**src/rtl/crossy_pkg.sv**
```systemverilog
// Shared types and constants for the road/frog game blocks.
//   lane_state_t : spawn FSM states of a car lane
//   LFSR_W       : width of the pseudo-random generators
//   LFSR_TAPS    : Galois tap mask for x^8+x^6+x^5+x^4+1
//   lfsr_next()  : one Galois step of that polynomial
package crossy_pkg;

  localparam int LFSR_W = 8;
  localparam logic [LFSR_W-1:0] LFSR_TAPS = 8'hB8;

  typedef enum logic {
    READY = 1'b0,
    GAP   = 1'b1
  } lane_state_t;

  // Right-shifting Galois form: the bit shifted out feeds back through the
  // tap mask. A nonzero state never maps to zero.
  function automatic logic [LFSR_W-1:0] lfsr_next(input logic [LFSR_W-1:0] q);
    lfsr_next = (q >> 1) ^ (q[0] ? LFSR_TAPS : '0);
  endfunction

endpackage

```
**src/rtl/lfsr8.sv**
```systemverilog
// 8-bit Galois LFSR, advances once per cycle when adv is high.
//   clk   : system clock
//   reset : synchronous, active-high; loads seed
//   adv   : advance one step this cycle
//   seed  : reset value (must be nonzero)
//   q     : current LFSR state
module lfsr8
  import crossy_pkg::*;
(
  input  logic              clk,
  input  logic              reset,
  input  logic              adv,
  input  logic [LFSR_W-1:0] seed,
  output logic [LFSR_W-1:0] q
);

  logic [LFSR_W-1:0] q_q, q_d;

  always_comb begin
    q_d = q_q;
    if (adv) q_d = lfsr_next(q_q);
  end

  always_ff @(posedge clk) begin
    if (reset) q_q <= seed;
    else       q_q <= q_d;
  end

  assign q = q_q;

  always @(posedge clk) begin
    if (!reset) assert (q_q != '0) else $error("lfsr8: state reached zero");
  end

endmodule

```
**src/rtl/car_lane.sv**
```systemverilog
// One road lane of cars. On each movement step (enable & run) the car pattern
// shifts one cell toward the exit and a new car may enter, chosen by an LFSR
// and throttled so consecutive spawns keep at least MIN_GAP empty cells.
//   clk          : system clock
//   reset        : synchronous, active-high
//   enable       : single-cycle movement tick
//   run          : game active; 0 freezes the lane
//   frog_present : frog is in this row
//   frog_col     : frog column
//   lane         : car occupancy, 1 = car
//   hit          : registered frog/car collision flag (1-cycle latency)
//   cars_passed  : saturating count of cars that left the lane
module car_lane
  import crossy_pkg::*;
#(
  parameter int          WIDTH        = 16,
  parameter int          DIR          = 0,
  parameter int          MIN_GAP      = 2,
  parameter logic [7:0]  SEED         = 8'hA5,
  parameter logic [8:0]  SPAWN_THRESH = 9'd64,
  localparam int         COL_W        = $clog2(WIDTH)
) (
  input  logic             clk,
  input  logic             reset,
  input  logic             enable,
  input  logic             run,
  input  logic             frog_present,
  input  logic [COL_W-1:0] frog_col,
  output logic [WIDTH-1:0] lane,
  output logic             hit,
  output logic [7:0]       cars_passed
);

  localparam logic [3:0] GAP_LAST = (MIN_GAP == 0) ? 4'd0 : 4'(MIN_GAP - 1);

  logic             step;
  logic [LFSR_W-1:0] lfsr;
  logic             spawn;
  logic             exit_bit;
  logic             col_ok;

  lane_state_t      state_q, state_d;
  logic [3:0]       gap_q, gap_d;
  logic [WIDTH-1:0] lane_q, lane_d;
  logic             hit_q, hit_d;
  logic [7:0]       passed_q, passed_d;

  assign step = enable & run;

  lfsr8 u_lfsr (
    .clk   (clk),
    .reset (reset),
    .adv   (step),
    .seed  (SEED),
    .q     (lfsr)
  );

  assign spawn    = (state_q == READY) && ({1'b0, lfsr} < SPAWN_THRESH);
  assign exit_bit = (DIR == 0) ? lane_q[WIDTH-1] : lane_q[0];

  // With a power-of-two width every encodable column is on the lane.
  if ((1 << COL_W) == WIDTH) begin : g_col_full
    assign col_ok = 1'b1;
  end else begin : g_col_part
    assign col_ok = (32'(frog_col) < WIDTH);
  end

  // Hit looks at the pre-step lane every cycle, stepping or not.
  always_comb begin
    hit_d = frog_present && col_ok && lane_q[frog_col];
  end

  always_comb begin
    lane_d   = lane_q;
    passed_d = passed_q;
    if (step) begin
      if (DIR == 0) lane_d = {lane_q[WIDTH-2:0], spawn};
      else          lane_d = {spawn, lane_q[WIDTH-1:1]};
      if (exit_bit && passed_q != 8'hFF) passed_d = passed_q + 8'd1;
    end
  end

  // Spawn FSM: after a spawn, GAP burns MIN_GAP steps before READY returns.
  always_comb begin
    state_d = state_q;
    gap_d   = gap_q;
    if (step) begin
      case (state_q)
        READY: begin
          if (spawn && MIN_GAP != 0) begin
            state_d = GAP;
            gap_d   = 4'd0;
          end
        end
        GAP: begin
          gap_d = gap_q + 4'd1;
          if (gap_q == GAP_LAST) state_d = READY;
        end
        default: state_d = READY;
      endcase
    end
  end

  always_ff @(posedge clk) begin
    if (reset) begin
      state_q  <= READY;
      gap_q    <= 4'd0;
      lane_q   <= '0;
      hit_q    <= 1'b0;
      passed_q <= 8'd0;
    end else begin
      state_q  <= state_d;
      gap_q    <= gap_d;
      lane_q   <= lane_d;
      hit_q    <= hit_d;
      passed_q <= passed_d;
    end
  end

  assign lane        = lane_q;
  assign hit         = hit_q;
  assign cars_passed = passed_q;

  // Spawn history over the last MIN_GAP steps: a spawn must never land while
  // any of them still holds a car.
  if (MIN_GAP > 0) begin : g_gap_chk
    logic [MIN_GAP-1:0] hist_q, hist_d;

    always_comb begin
      hist_d = hist_q;
      if (step) hist_d = (hist_q << 1) | MIN_GAP'(spawn);
    end

    always_ff @(posedge clk) begin
      if (reset) hist_q <= '0;
      else       hist_q <= hist_d;
    end

    always @(posedge clk) begin
      if (!reset && step && spawn)
        assert (hist_q == '0) else $error("car_lane: spawn inside minimum gap");
    end
  end

endmodule

```
**config.mk**
```make
export PLATFORM = sky130hd
export DESIGN_NAME = car_lane
export DESIGN_NICKNAME = d
export VERILOG_FILES = /design/src/rtl/crossy_pkg.sv /design/src/rtl/lfsr8.sv /design/src/rtl/car_lane.sv
export SDC_FILE = /design/constraint.sdc
export NUM_CORES = 1
export LEC_CHECK = 0
export BUFFER_PORTS_ARGS = -buffer_cell sky130_fd_sc_hd__buf_2
export CAP_MARGIN = 20
export CELL_PAD_IN_SITES_DETAIL_PLACEMENT = 2
export CELL_PAD_IN_SITES_GLOBAL_PLACEMENT = 2
export CORE_UTILIZATION = 33
export CTS_BUF_LIST = sky130_fd_sc_hd__clkbuf_4 sky130_fd_sc_hd__clkbuf_8
export DETAILED_ROUTE_END_ITERATION = 12
export PLACE_DENSITY = 0.82
export SYNTH_ARGS = -nofsm -noshare
export SYNTH_HDL_FRONTEND = slang
export SYNTH_SLANG_ARGS = --single-unit
```
**constraint.sdc**
```tcl
create_clock -name clk -period 2 [get_ports clk]
set_clock_uncertainty 0.2 [all_clocks]
set_input_delay 0.3 -clock clk [delete_from_list [all_inputs] [get_ports clk]]
set_output_delay 0.3 -clock clk [all_outputs]
set_load 0.01 [all_outputs]
```
==> flow_metrics.py <==
metrics = {
    "clock_network": {
        "cts_sinks": 38,
        "h-tree-depth": 2,
        "clk_latency_ns": 0.29,
        "clockBufferDepth": 2,
        "post_cts_resized": 0,
        "clk_pin_slew_ns": 0.07,
        "cts_setup_buffers": 0,
        "cts-root-buf": "clkbuf_8",
        "ctsHoldBuffers": 0,
        "cts_tree": "done",
        "cts_made_buffers": 5,
    },
    "drt": {
        "avgViaCountPerCell": 5.16,
        "dr_total_vias": 1518,
        "ant_nets": 0,
        "routed_wl_um": 4470,
        "drtIter0Drc": 64,
        "firstDrtPassIters": 4,
        "wl_per_cell_um": 15.2,
        "drc_errors": 0,
    },
    "worst_setup_path": {
        "cpPeakStageDelay_ns": 0.43,
        "crit_fanout": 4,
        "r2r-start": "cars_passed[0]",
        "critPathRequiredTime_ns": 2.02,
        "path_buf_inv": 0,
        "startpoint": "cars_passed[0]",
        "critPathTopFamily": "simple AND/OR/NAND/NOR gates",
        "crit_slowest_cell": "or3b_4",
        "cp-end-kind": "flop",
        "worstPathCellList": "ha_1 > nand3_2 > or3b_4 > or3_1 > a21oi_1",
        "worstSetupStartpointType": "flop",
        "cp.arrival_ns": 1.89,
        "path_class": "flop to flop",
    },
    "sta": {
        "hold_viol": 0,
        "min_period_ns": 1.87,
        "finalSetupViolations": 0,
        "worstMarginPinSlew_ns": 0.445,
        "fin_crit_sh": 0.934,
        "relSlewSlack": 0.701,
        "slew_violations": 0,
        "rsz0062_at_grt": "false",
        "fmax_mhz": 535,
        "finalWorstSetupSlack_ns": 0.132,
        "fin_tns_setup_ns": 0,
        "timing.hold.ws_ns": 0.0564,
    },
    "cells_and_area": {
        "final_common_cell": "nand2_1",
        "nets": 239,
        "fin_area_sq_mm": 0.00201,
        "antenna_cells": 0,
        "syn2layout_area_growth_pct": 21.3,
        "drive_above_1_share": 0.220,
        "mostFrequentLayoutCells": "nand2_1, dfxtp_1, buf_2",
    },
    "power": {
        "p_per_area_mw_per_mm2": 769,
        "ir_drop_uv": 411,
        "leakagePower_uw": 0.000787,
    },
    "floorplan": {
        "core.rowCount": 25,
        "die_y_um": 72.8,
        "start_util": 0.346,
        "dieArea_sq_mm": 0.00530,
        "core_area_sq_mm": 0.00479,
        "ios": 34,
        "fp.dieW_um": 72.8,
    },
    "logic_synthesis": {
        "syn_area_sq_mm": 0.00165,
        "synthAdderAreaFrac": 0.0227,
        "yosysTopAreaCell": "dfxtp_1",
        "syn_area_per_cell_sq_um": 8.48,
        "ys_ff_latch": 38,
        "synth-compound-area-share": 0.152,
        "muxShareOfSynthArea": 0.0522,
        "synthSimpleGateAreaFrac": 0.252,
        "netlist_top_cells_area": "dfxtp_1, nand2_1, a21oi_1, nor2_1, mux4_2",
        "yosysTopAreaCellShare": 0.460,
        "ys_seq_area_frac": 0.460,
        "syn_nets": 207,
        "netlist_instances": 195,
        "synthFlopType": "dfxtp_1",
        "yosysUniqueCellTypes": 35,
        "synth_xor_area_frac": 0.0318,
        "synth_warnings": 0,
        "synth_top_family_by_area": "simple AND/OR/NAND/NOR gates",
        "synth_edf_count": 0,
        "async_reset_ff_frac": 0,
    },
    "worst_hold_path": {
        "min_path_type": "primary input to flop",
        "min_from": "frog_present",
    },
    "place": {
        "gp_congestion": 0.765,
        "io_buffers": 33,
        "pre_cts_slack_ns": 0.149,
        "postPlaceCellArea_sq_mm": 0.00189,
        "hpwl_um": 3190,
    },
    "global_route": {
        "antenna_found_initial": 0,
        "grt_overflow": 0,
        "grt_pass1_wl_um": 7380,
        "grt_max_degree": 39,
        "grt_use_total": 0.183,
        "grt_pass1_vias": 1517,
    },
    "run": {
        "maxCapViolations": 0,
    },
    "outcome": {
        "status": "complete, no violations",
    },
}
==> state kept, by name (all words and copies together) (netlist names) <==
| name | cells |
|---|---|
| state_q | 1 |
| hit | 1 |
| cars_passed | 8 |
| u_lfsr.q | 8 |
| lane | 16 |
| gap_q | 4 |
==> cell type report <==
| cell class | count | area (sq um) |
|---|---|---|
| clock inverter | 1 | 30.0 |
| fill | 570 | 2780 |
| multi-input combinational | 145 | 845 |
| clock buffer | 6 | 82.6 |
| sequential | 38 | 761 |
| inverter | 1 | 3.75 |
| timing repair buffer | 36 | 200 |
| tap | 67 | 83.8 |
==> path summary, 6_finish.rpt <==
path / to / slack [ns] / cells after the start
max reg2reg: cars_passed[6] / 0.13 / 5
min reg2reg: u_lfsr.q[1] / 0.27 / 2
max: cars_passed[6] / 0.13 / 5
min: hit / 0.06 / 3
==> logic make-up (layout without fill, tap and decap cells) <==
kind of cell / count (synthesis) / after routing
simple gates: 88 / 88
compound gates: 42 / 42
flops: 38 / 38
buf+inv: 12 / 44
xor+xnor: 6 / 6
mux: 6 / 6
fa+ha+maj: 3 / 3
==> per-stage QoR <==
stage	utilization	cells	total power (uW)
after floorplan	-	195	857
after global placement	0.396	287	888
after detailed placement	0.396	287	892
after CTS	0.419	294	1560
after global routing	0.419	294	1610
final	0.419	294	1540
==> cell usage after synthesis (3+ instances only) <==
master    count
xor2_1        3
o21ai_0       4
nand3_1       6
a21oi_1      28
xnor2_1       3
dfxtp_1      38
nor2_1       16
clkbuf_1      8
or4_1         3
ha_1          3
nand2_1      43
mux2i_1       3
nand3b_1      4
==> report_power, final <==
part / internal [uW] / switching [uW] / leakage [uW] / total [uW]
registers: 769 / 11.8 / 0.000308 / 781
clock network: 399 / 271 / 0.0000573 / 670
logic: 36.3 / 54.7 / 0.000422 / 91.0
total: 1200 / 337 / 0.000787 / 1540
==> worst register-to-register path: stages, from the launching register on <==
cell,delay [ns]
dfxtp_1,0.38
ha_1,0.21
nand3_2,0.13
or3b_4,0.43
or3_1,0.31
a21oi_1,0.14
==> per-layer routing <==
metal  vias up  global-route usage  share of wire
met4         0              0.0741          0.019
met3         8              0.0401          0.038
li1        740                   -              -
met5         -                   0              0
met1       737               0.219           0.46
met2        33               0.316           0.49
(Power assumes the default switching activity.)
